$ cat config.mk
export PLATFORM = sky130hd
export DESIGN_NAME = qam_polyphase_interp_flat
export DESIGN_NICKNAME = d
export VERILOG_FILES = /design/src/rtl/qam_tx_pkg.sv /design/src/rtl/qam_polyphase_interp_if.sv /design/src/rtl/qam_fir_branch.sv /design/src/rtl/qam_polyphase_interp.sv /design/src/flat_wrapper.sv
export SDC_FILE = /design/constraint.sdc
export NUM_CORES = 1
export LEC_CHECK = 0
export CAP_MARGIN = 20
export CORE_MARGIN = 5
export CORE_UTILIZATION = 60
export CTS_BUF_LIST = sky130_fd_sc_hd__clkbuf_4 sky130_fd_sc_hd__clkbuf_8 sky130_fd_sc_hd__clkbuf_16
export CTS_CLUSTER_DIAMETER = 100
export DETAILED_ROUTE_END_ITERATION = 8
export PLACE_DENSITY = 0.77
export REMOVE_ABC_BUFFERS = 1
export SLEW_MARGIN = 10
export SYNTH_ARGS = -nofsm -noshare
export SYNTH_HDL_FRONTEND = slang
export SYNTH_HIERARCHICAL = 1
export SYNTH_SLANG_ARGS = --single-unit
$ cat constraint.sdc
create_clock -name clk -period 14.9 [get_ports clk]
set_clock_uncertainty 0.1 [all_clocks]
set_input_delay 2.235 -clock clk [delete_from_list [all_inputs] [get_ports clk]]
set_output_delay 2.235 -clock clk [all_outputs]
set_load 0.02 [all_outputs]
$ cat src/rtl/qam_tx_pkg.sv
// rtl/qam_tx_pkg.sv - shared constants, coefficient table and state type for the QAM interpolator
package qam_tx_pkg;

    localparam int SPS_DEF = 8;
    localparam int TPP_DEF = 4;
    localparam int CW_DEF  = 10;
    localparam int OW_DEF  = 3 + CW_DEF + $clog2(TPP_DEF);

    typedef enum logic {
        ST_IDLE = 1'b0,
        ST_RUN  = 1'b1
    } run_state_t;

    // Raised-cosine prototype (rolloff 0.5), centre tap at index 12, unity gain scaled to 511.
    // Zero crossings fall one symbol (8 samples) either side of the centre; 25..31 pad to 32 taps.
    localparam logic signed [CW_DEF-1:0] RC_COEF [0:31] = '{
        -10'sd61,  -10'sd68,  -10'sd63,  -10'sd41,  10'sd0,    10'sd59,   10'sd134,  10'sd219,
         10'sd307,  10'sd388,  10'sd453,  10'sd496,  10'sd511,  10'sd496,  10'sd453,  10'sd388,
         10'sd307,  10'sd219,  10'sd134,  10'sd59,   10'sd0,   -10'sd41,  -10'sd63,  -10'sd68,
        -10'sd61,   10'sd0,    10'sd0,    10'sd0,    10'sd0,    10'sd0,    10'sd0,    10'sd0
    };

    // DC gain of each polyphase branch: sum over k of RC_COEF[k*8+p].
    localparam logic signed [OW_DEF-1:0] PHASE_SUM [0:7] = '{
        15'sd492, 15'sd539, 15'sd524, 15'sd514, 15'sd511, 15'sd514, 15'sd524, 15'sd539
    };

endpackage

$ cat src/rtl/qam_polyphase_interp_if.sv
// rtl/qam_polyphase_interp_if.sv - symbol input and shaped sample output bundle
interface qam_polyphase_interp_if #(
    parameter int OW = 15
);
    logic                 sym_valid;
    logic signed [2:0]    I_in;
    logic signed [2:0]    Q_in;
    logic signed [OW-1:0] I_out;
    logic signed [OW-1:0] Q_out;
    logic                 out_valid;
    logic                 early_err;
    logic                 late_err;

    modport master (
        output sym_valid, I_in, Q_in,
        input  I_out, Q_out, out_valid, early_err, late_err
    );

    modport slave (
        input  sym_valid, I_in, Q_in,
        output I_out, Q_out, out_valid, early_err, late_err
    );
endinterface

$ cat src/rtl/qam_fir_branch.sv
// rtl/qam_fir_branch.sv - one rail: symbol delay line plus parallel polyphase MAC
module qam_fir_branch
    import qam_tx_pkg::*;
#(
    parameter int SPS = SPS_DEF,
    parameter int TPP = TPP_DEF,
    parameter int CW  = CW_DEF,
    parameter int OW  = 3 + CW + $clog2(TPP),
    parameter int PW  = $clog2(SPS)
) (
    input  logic                 clk,
    input  logic                 rst,
    input  logic                 shift,
    input  logic signed [2:0]    din,
    input  logic [PW-1:0]        phase,
    output logic signed [OW-1:0] acc
);
    localparam int IW = $clog2(SPS * TPP);

    logic signed [2:0]      x    [TPP];
    logic signed [3+CW-1:0] prod [TPP];
    logic [IW-1:0]          idx  [TPP];

    // Symbol delay line: newest symbol in x[0], advanced once per symbol period.
    always_ff @(posedge clk) begin
        if (rst) begin
            for (int k = 0; k < TPP; k++) x[k] <= '0;
        end else if (shift) begin
            x[0] <= din;
            for (int k = 1; k < TPP; k++) x[k] <= x[k-1];
        end
    end

    // All taps of the current phase are multiplied in parallel and summed at full width.
    always_comb begin
        acc = '0;
        for (int k = 0; k < TPP; k++) begin
            idx[k]  = IW'(k * SPS) + IW'(phase);
            prod[k] = x[k] * RC_COEF[idx[k]];
            acc     = acc + {{(OW-3-CW){prod[k][3+CW-1]}}, prod[k]};
        end
    end
endmodule

$ cat src/rtl/qam_polyphase_interp.sv
// rtl/qam_polyphase_interp.sv - 16QAM symbol upsampler with raised-cosine polyphase shaping
module qam_polyphase_interp
    import qam_tx_pkg::*;
#(
    parameter int SPS = SPS_DEF,
    parameter int TPP = TPP_DEF,
    parameter int CW  = CW_DEF
) (
    input  logic                   clk,
    input  logic                   rst,
    qam_polyphase_interp_if.slave  bus
);
    localparam int OW = 3 + CW + $clog2(TPP);
    localparam int PW = $clog2(SPS);
    localparam logic [PW-1:0] LAST_PHASE = PW'(SPS - 1);

    run_state_t           state, state_nxt;
    logic [PW-1:0]        phase, phase_nxt;
    logic                 shift;
    logic signed [2:0]    din_i, din_q;
    logic                 early_set, late_set;
    logic                 early_r, late_r, valid_r;
    logic signed [OW-1:0] acc_i, acc_q;
    logic signed [OW-1:0] i_out_r, q_out_r;

    // Phase sequencing: a symbol (real or an inserted zero) restarts phase 0 and shifts the delay line.
    always_comb begin
        state_nxt = state;
        phase_nxt = phase;
        shift     = 1'b0;
        din_i     = '0;
        din_q     = '0;
        early_set = 1'b0;
        late_set  = 1'b0;
        case (state)
            ST_IDLE: begin
                if (bus.sym_valid) begin
                    shift     = 1'b1;
                    din_i     = bus.I_in;
                    din_q     = bus.Q_in;
                    phase_nxt = '0;
                    state_nxt = ST_RUN;
                end
            end
            ST_RUN: begin
                if (bus.sym_valid) begin
                    shift     = 1'b1;
                    din_i     = bus.I_in;
                    din_q     = bus.Q_in;
                    phase_nxt = '0;
                    early_set = (phase != LAST_PHASE);
                end else if (phase == LAST_PHASE) begin
                    shift     = 1'b1;
                    phase_nxt = '0;
                    late_set  = 1'b1;
                end else begin
                    phase_nxt = phase + 1'b1;
                end
            end
            default: state_nxt = ST_IDLE;
        endcase
    end

    // State, phase and sticky timing-error flags.
    always_ff @(posedge clk) begin
        if (rst) begin
            state   <= ST_IDLE;
            phase   <= '0;
            early_r <= 1'b0;
            late_r  <= 1'b0;
        end else begin
            state   <= state_nxt;
            phase   <= phase_nxt;
            early_r <= early_r | early_set;
            late_r  <= late_r | late_set;
        end
    end

    qam_fir_branch #(.SPS(SPS), .TPP(TPP), .CW(CW), .OW(OW), .PW(PW)) u_branch_i (
        .clk   (clk),
        .rst   (rst),
        .shift (shift),
        .din   (din_i),
        .phase (phase),
        .acc   (acc_i)
    );

    qam_fir_branch #(.SPS(SPS), .TPP(TPP), .CW(CW), .OW(OW), .PW(PW)) u_branch_q (
        .clk   (clk),
        .rst   (rst),
        .shift (shift),
        .din   (din_q),
        .phase (phase),
        .acc   (acc_q)
    );

    // Output register: samples are forced to zero while idle so the DAC sees silence.
    always_ff @(posedge clk) begin
        if (rst) begin
            i_out_r <= '0;
            q_out_r <= '0;
            valid_r <= 1'b0;
        end else begin
            valid_r <= (state == ST_RUN);
            i_out_r <= (state == ST_RUN) ? acc_i : '0;
            q_out_r <= (state == ST_RUN) ? acc_q : '0;
        end
    end

    assign bus.I_out     = i_out_r;
    assign bus.Q_out     = q_out_r;
    assign bus.out_valid = valid_r;
    assign bus.early_err = early_r;
    assign bus.late_err  = late_r;
endmodule

$ cat src/flat_wrapper.sv
// flat-port wrapper written by rule: the top's interface ports become plain ports
module qam_polyphase_interp_flat import qam_tx_pkg::*;
#(
    parameter int SPS = SPS_DEF,
    parameter int TPP = TPP_DEF,
    parameter int CW  = CW_DEF
)
  (clk, rst, bus_sym_valid, bus_I_in, bus_Q_in, bus_I_out, bus_Q_out, bus_out_valid, bus_early_err, bus_late_err);
  qam_polyphase_interp_if #(.OW(15)) bus_i ();
  input  logic clk;
  input  logic rst;
  input wire logic [$bits(bus_i.sym_valid)-1:0] bus_sym_valid;
  input wire logic [$bits(bus_i.I_in)-1:0] bus_I_in;
  input wire logic [$bits(bus_i.Q_in)-1:0] bus_Q_in;
  output wire logic [$bits(bus_i.I_out)-1:0] bus_I_out;
  output wire logic [$bits(bus_i.Q_out)-1:0] bus_Q_out;
  output wire logic [$bits(bus_i.out_valid)-1:0] bus_out_valid;
  output wire logic [$bits(bus_i.early_err)-1:0] bus_early_err;
  output wire logic [$bits(bus_i.late_err)-1:0] bus_late_err;
  assign bus_i.sym_valid = bus_sym_valid;
  assign bus_i.I_in = bus_I_in;
  assign bus_i.Q_in = bus_Q_in;
  assign bus_I_out = bus_i.I_out;
  assign bus_Q_out = bus_i.Q_out;
  assign bus_out_valid = bus_i.out_valid;
  assign bus_early_err = bus_i.early_err;
  assign bus_late_err = bus_i.late_err;
  qam_polyphase_interp #(.SPS(SPS), .TPP(TPP), .CW(CW)) u_core (.clk(clk), .rst(rst), .bus(bus_i));
endmodule
# Word-level counts from Yosys, hierarchy flattened
# Memories as Yosys holds them, arrays and structs flattened.
# Index checks and enable logic that the tools add are counted.
dict set report totals {
  elab_cells 90
  out_inout_bits 33
  mem_bits_rw 24
  inputBits 9
  register_bits 37
  n_memories 6
  latchBits 0
  rom_bits 1280
}
# memory words word_bits rd rd_clocked_by_memory_dff wr line_no
set memory_table {}
lappend memory_table {{(no name shown)} 32 10 1 0 0 qam_fir_branch.sv:39} ;# prod[k] = x[k] * RC_COEF[idx[k]];
lappend memory_table {{(no name shown)} 32 10 1 0 0 qam_fir_branch.sv:39}
lappend memory_table {{(no name shown)} 32 10 1 0 0 qam_fir_branch.sv:39}
lappend memory_table {{(no name shown)} 32 10 1 0 0 qam_fir_branch.sv:39}
lappend memory_table {u_core.u_branch_i.x 4 3 4 0 4 qam_fir_branch.sv:20} ;# logic signed [2:0] x [TPP];
lappend memory_table {u_core.u_branch_q.x 4 3 4 0 4 qam_fir_branch.sv:20}
dict set report op_classes {
  reduce_logical 1
  mux 36
  order_cmp 4
  div 0
  multipliers 8
  n_addsub 10
  bitwise 15
  n_eq_ne 3
  shifts 0
}
# op n
set ops {}
lappend ops {{multiplier 3 x 10 -> 13 bit} 8}
lappend ops {{two-way mux 10 bit} 8}
lappend ops {{two-way mux 3 bit} 13}
lappend ops {{adder 14 x 13 -> 15 bit} 2}
lappend ops {{adder 15 bit} 2}
lappend ops {{adder 13 x 13 -> 14 bit} 2}
lappend ops {{>= comparator 6 bit, second input constant} 4}
lappend ops {{inverter 5 -> 6 bit} 3}
lappend ops {{two-way mux 1 bit} 13}
lappend ops {{OR 1 bit} 10}
lappend ops {{inverter 3 -> 6 bit} 1}
lappend ops {{case mux 3 bit (2 select lines)} 1}
lappend ops {{adder 4 x 3 -> 5 bit, first input constant} 1}
lappend ops {{adder 4 x 4 -> 5 bit, first input constant} 1}
lappend ops {{adder 5 x 3 -> 5 bit, first input constant} 1}
lappend ops {{adder 3 x 1 -> 3 bit, second input constant} 1}
lappend ops {{== test 3 bit, second input constant} 1}
lappend ops {{inequality test 3 bit, second input constant} 1}
lappend ops {{inequality test 2 bit, second input constant} 1}
lappend ops {{case mux 1 bit (2 select lines)} 1}
lappend ops {{OR reduction 2 bit} 1}
lappend ops {{inverter 1 bit} 1}

# Longest topological paths before layout
dict set report logic_depth {
  ltp_word 9
  depth_mapped 27
  mapped_depth_nobuf 24
}

# Cells and area by module
# Netlist, hierarchy kept.
# mod n_inst area_per_inst_um2 cells_per_inst seq_area_each_um2
set by_module_without_submodules {}
lappend by_module_without_submodules {{qam_fir_branch (u_core.u_branch_q)} 1 4734.5 545 360.3}
lappend by_module_without_submodules {{qam_fir_branch (u_core.u_branch_i)} 1 4616.9 525 360.3}
lappend by_module_without_submodules {qam_polyphase_interp 1 1149.9 98 740.7}

# Worst setup path before layout
# OpenSTA, ideal clock, no wires.
dict set report synth_path {
  path_type {register -> register}
  from {reg u_core.phase[0]}
  to {reg u_core.q_out_r[11] (netlist: u_core/bus.Q_out[11])}
  setup_ns 0.059
  setup_slack_ns 8.342
  period_less_slack_ns 6.558
  arrival_ns 6.399
  t_required_ns 14.741
  stages_incl_launch_ff 25
  n_path_buf 1
  path_cell_list {dfxtp_1 -> clkbuf_1 -> inv_1 -> ha_1 -> and2b_1 -> nand2_1 -> inv_1 -> ha_1 -> fa_1 -> inv_1 -> fa_1 -> fa_1 -> inv_1 -> fa_1 -> fa_1 -> inv_1 -> fa_1 -> inv_1 -> ha_1 -> nor2b_4 -> o31a_1 -> o21a_4 -> o21a_1 -> o311ai_1 -> and2_1}
}
dict set report synth_via {
  elab_chain_len 9
  elab_cells_between_ends 26
  cone_classes {6 x add/sub; 4 x mul; 8 x mux; 4 x bitwise; 4 x memory}
}
# element line_no
set synth_lines {}
lappend synth_lines {{start, declared} qam_polyphase_interp.sv:18} ;# logic [PW-1:0] phase, phase_nxt;
lappend synth_lines {{start signal, assigned} qam_polyphase_interp.sv:73} ;# phase <= phase_nxt;
lappend synth_lines {{adder 4 x 3 -> 5 bit} qam_fir_branch.sv:38} ;# idx[k] = IW'(k * SPS) + IW'(phase);
lappend synth_lines {{inverter 5 -> 6 bit (not written as such)} qam_fir_branch.sv:39}
lappend synth_lines {{memory read (32 x 10 bit)} n/a}
lappend synth_lines {{two-way mux 10 bit (2 in a row)} n/a}
lappend synth_lines {{multiplier 3 x 10 -> 13 bit} qam_fir_branch.sv:39}
lappend synth_lines {{adder 13 x 13 -> 14 bit} qam_fir_branch.sv:40} ;# acc = acc + {{(OW-3-CW){prod[k][3+CW-1]}}, prod[k]};
lappend synth_lines {{adder 14 x 13 -> 15 bit} qam_fir_branch.sv:40}
lappend synth_lines {{adder 15 bit (*)} qam_fir_branch.sv:40}
lappend synth_lines {{via u_core.acc_q[11]} qam_polyphase_interp.sv:23} ;# logic signed [OW-1:0] acc_i, acc_q;
lappend synth_lines {{end signal, assigned} qam_polyphase_interp.sv:106} ;# q_out_r <= (state == ST_RUN) ? acc_q : '0;
lappend synth_lines {{end, declared} qam_polyphase_interp.sv:24} ;# logic signed [OW-1:0] i_out_r, q_out_r;
# Mark *: on every way through the listed nets, which the timed path passes. The rest lies on a longest branch. The select of a mux whose other input is x is not followed.
# A chain may end at the register's enable or synchronous reset.

# Final worst setup path
dict set report layout_path {
  from {reg u_core.phase[1]}
  to {reg u_core.i_out_r[12] (netlist: u_core/bus.I_out[12])}
}
dict set report layout_via {
  elab_chain_len 9
  elab_cells_between_ends 26
  cone_classes {6 x add/sub; 4 x mul; 8 x mux; 4 x bitwise; 4 x memory}
}
# element line_no
set layout_lines {}
lappend layout_lines {{adder 4 x 3 -> 5 bit} qam_fir_branch.sv:38}
lappend layout_lines {{inverter 5 -> 6 bit (not written as such)} qam_fir_branch.sv:39}
lappend layout_lines {{memory read (32 x 10 bit)} n/a}
lappend layout_lines {{two-way mux 10 bit (not written as such) (2 in a row)} qam_fir_branch.sv:39}
lappend layout_lines {{multiplier 3 x 10 -> 13 bit} qam_fir_branch.sv:39}
lappend layout_lines {{adder 13 x 13 -> 14 bit} qam_fir_branch.sv:40}
lappend layout_lines {{adder 14 x 13 -> 15 bit} qam_fir_branch.sv:40}
lappend layout_lines {{adder 15 bit (*)} qam_fir_branch.sv:40}
lappend layout_lines {{via u_core.acc_i[12]} qam_polyphase_interp.sv:23}
lappend layout_lines {{end signal, assigned} qam_polyphase_interp.sv:105} ;# i_out_r <= (state == ST_RUN) ? acc_i : '0;
lappend layout_lines {{end, declared} qam_polyphase_interp.sv:24}
# Marks and branches as above.

==> summary.md <==
| Metric | Value |
|---|---|
| Outcome | `finished clean` |
| Cts hold-fix bufs | `0` |
| Post-CTS Resized | `0` |
| Full die area | `20200 sq um` |
| Synth area leaders | `fa_1 (32%), ha_1 (15%), inv_1 (9.2%)` |
| Met2 WL | `10.3 mm` |
| Peak VDD IR | `0.139 mV` |
| Reg clk slew, reported paths | `60 ps` |
| Placed cells | `1404` |
| Min setup slack post-route | `7770 ps` |
| CTS tree | `built` |
| Buf/Inv on CP | `5` |
| Critical Path Stages | `22` |
| CP Cell Sequence | `inv_1 > ha_1 > and2b_1 > nor2b_1 > or2_1 > fa_1 > inv_1 > fa_1 > fa_1 > inv_1 > fa_1 > inv_1 > fa_1 > fa_1 > inv_1 > ha_1 > a211oi_1 > o21ai_1 > a21oi_1 > o22ai_1 > a311oi_1 > and2_1` |
| Pleak | `0.00578 uW` |
| Number of global-route vias before repair | `7855` |
| Via density | `5.41` |
| Yosys top cell by area | `fa_1` |
| Synth warn | `6` |
| Post-route DRC | `0` |
| Min-delay worst type | `register to register` |
| Syn Std Cell Area | `10500 sq um` |
| Crit path time final | `7130 ps` |
| Initial antenna violation count | `0` |
| # setup viols final | `0` |
| Max-cap violations | `0` |
| Clk buf depth | `2` |
| Top routing layer in use | `met4` |
| Root Buffer | `clkbuf_16` |
| Fmax | `140 MHz` |
| Reg2reg path depth | `22` |
| Fin crit share | `0.479` |
| Seq/Total Area, Yosys | `0.139` |
| Met3 WL | `1.71 mm` |
| Synth cell types | `61` |
| Die Y | `142 um` |
| Die Span X | `142 um` |
| P per Cell Area | `141 nW/um^2` |
| Count leader, synth | `inv_1` |
| Final net count | `1489` |
| Largest net degree at the start of global routing | `32` |
| Most used cell, CP | `fa_1` |
| RR Endpoint | `u_core/bus.I_out[12]$_SDFF_PP0_` |
| Final hold vios | `0` |
| Drt wl/cell | `15.6 um` |
| Required time at the worst-slack endpoint | `15090 ps` |
| DP Worst Slack | `7880 ps` |
| Wirelength, routed | `22.1 mm` |
| Gr ovfl total | `0` |
| Final Instance Count excl. Fillers | `1420` |
| DP HPWL | `18.0 mm` |
| Critical path type | `register to register` |
| CORE AREA | `17200 sq um` |
| RSZ-0062 raised after global routing | `no` |
| Cells after Synth | `1168` |
| Wl on met1 | `9.77 mm` |
| Post-route core utilization | `0.660` |
| Worst-margin pin slew | `695 ps` |
| Post-synth EDFFs | `24` |
| Syn Area/Cell | `8.99 sq um` |
| Max-Slew Margin vs Limit | `0.536` |
| Pwr Total | `1610 uW` |
| First-pass GRT wire length | `37.5 mm` |
| # diodes | `0` |
| Arr. time, crit path | `7320 ps` |
| Crit path to | `u_core/bus.I_out[12]$_SDFF_PP0_` |
| Via count | `7688` |
| Critical Path Start Type | `register` |
| Share of cells above drive strength 1 | `0.0318` |
| Tot GR Track Use | `0.233` |
| Syn-to-layout area delta | `8.38%` |
| FF+latch count, synth | `61` |
| Endpoint class of the critical path | `register` |
| Post-route ant nets | `0` |
| Global placement routability congestion | `0.975` |
| Number of cells on the worst hold path | `2` |
| Crit path max fanout | `17` |
| Postcts setup bufs | `0` |
| Setup TNS | `0 ps` |
| Initial drt markers | `563` |
| Delay of the slowest critical-path stage | `700 ps` |
| Crit-path leading delay family | `adder cells` |
| Drt pass-1 iters | `5` |
| H-tree depth | `3` |
| Main synth FF type | `dfxtp_1` |
| Initial core utilization | `0.609` |
| Num CTS Buffers | `9` |
| Sink Count | `61` |
| Port Buffers | `41` |
| Top cells by count, synth | `inv_1 (257), fa_1 (167), ha_1 (123)` |
| Worst r2r src | `u_core/phase[1]$_SDFFE_PP0P_` |
| Fin. max-slew vios | `0` |
| Async set or reset register ratio after synthesis | `0` |
| Crit path max-delay cell type | `dfxtp_1` |
| FP Rows | `48` |
| Worst setup path start | `u_core/phase[1]$_SDFFE_PP0P_` |
| Share of the synthesized area in the top cell type | `0.318` |
| Io pins | `42` |
| Worst skew pair latency | `350 ps` |
| Flop2flop setup slack | `7770 ps` |
[report_power, final]
group          internal, uW  switching, uW  total [uW]
logic                   521            636        1160
clock network           133           90.6         224
registers               207           19.5         226
total                   860            746        1610
[tightest hold or removal path, cell delays in order, from the launching register on]
cell,delay (ps)
dfxtp_1,310
inv_1,50
a21oi_1,50
[per-stage QoR]
step                      instance area, sq um  hold slack, ps
after floorplan                          10400             416
after global placement                   11100             339
after detailed placement                 11100             345
after CTS                                11400             359
after global routing                     11400             380
final                                    11400             349
[cell type report]
class / count / area, sq um
tap: 225 / 282
multi-input combinational: 813 / 7930
fill: 1382 / 5860
inverter: 262 / 983
timing repair buffer: 43 / 425
clock buffer: 10 / 233
clock inverter: 6 / 71.3
sequential: 61 / 1460
[worst min path at each step]
stage | from | to
6_report | u_core/bus.early_err$_SDFF_PP0_ | u_core/bus.early_err$_SDFF_PP0_
3_5_place_dp | u_core/bus.late_err$_SDFF_PP0_ | u_core/bus.late_err$_SDFF_PP0_
5_1_grt | u_core/bus.early_err$_SDFF_PP0_ | u_core/bus.early_err$_SDFF_PP0_
3_3_place_gp | u_core/bus.late_err$_SDFF_PP0_ | u_core/bus.late_err$_SDFF_PP0_
2_1_floorplan | u_core/bus.early_err$_SDFF_PP0_ | u_core/bus.early_err$_SDFF_PP0_
4_1_cts | u_core/bus.late_err$_SDFF_PP0_ | u_core/bus.late_err$_SDFF_PP0_
[per-layer routing]
metal | global-route usage | vias to the layer above
li1 | - | 3635
met1 | 0.326 | 3755
met2 | 0.381 | 271
met3 | 0.0386 | 27
met4 | 0.0625 | 0
met5 | 0 | -
[flip-flops by register name, indices dropped and copies added, names as in the netlist]
| name | count |
|---|---|
| u_core/bus.late_err | 1 |
| u_core/bus.Q_out | 15 |
| u_core/state | 1 |
| u_core/u_branch_i/x | 12 |
| u_core/u_branch_q/x | 12 |
| u_core/bus.out_valid | 1 |
| u_core/bus.I_out | 15 |
| u_core/bus.early_err | 1 |
| u_core/phase | 3 |
[cells by family after synthesis]
kind of cell	after synthesis	share of synthesized area
fa+ha+maj	290	0.465
flops	61	0.139
simple gates	355	0.174
mux	7	0.00703
buf+inv	294	0.106
compound gates	127	0.0804
xor+xnor	34	0.0284
[layout by cell type, fill, tap and decap left out, types with 6 or more instances in the layout]
| cell type | count |
|---|---|
| inv_1 | 257 |
| fa_1 | 167 |
| ha_1 | 123 |
| nand2_1 | 113 |
| and2_1 | 96 |
| nor2_1 | 49 |
| clkdlybuf4s50_1 | 41 |
| dfxtp_1 | 37 |
| a21oi_1 | 36 |
| xnor2_1 | 26 |
| edfxtp_1 | 24 |
| o21ai_0 | 23 |
| nor2b_1 | 22 |
| nand2b_1 | 20 |
| nand3_1 | 15 |
| a21o_1 | 12 |
| o21ai_1 | 10 |
| clkbuf_16 | 9 |
| o21a_1 | 8 |
| xor2_1 | 8 |
| or2_2 | 8 |
| o211ai_1 | 7 |
| and3_1 | 6 |
(Power assumes the default switching activity.)
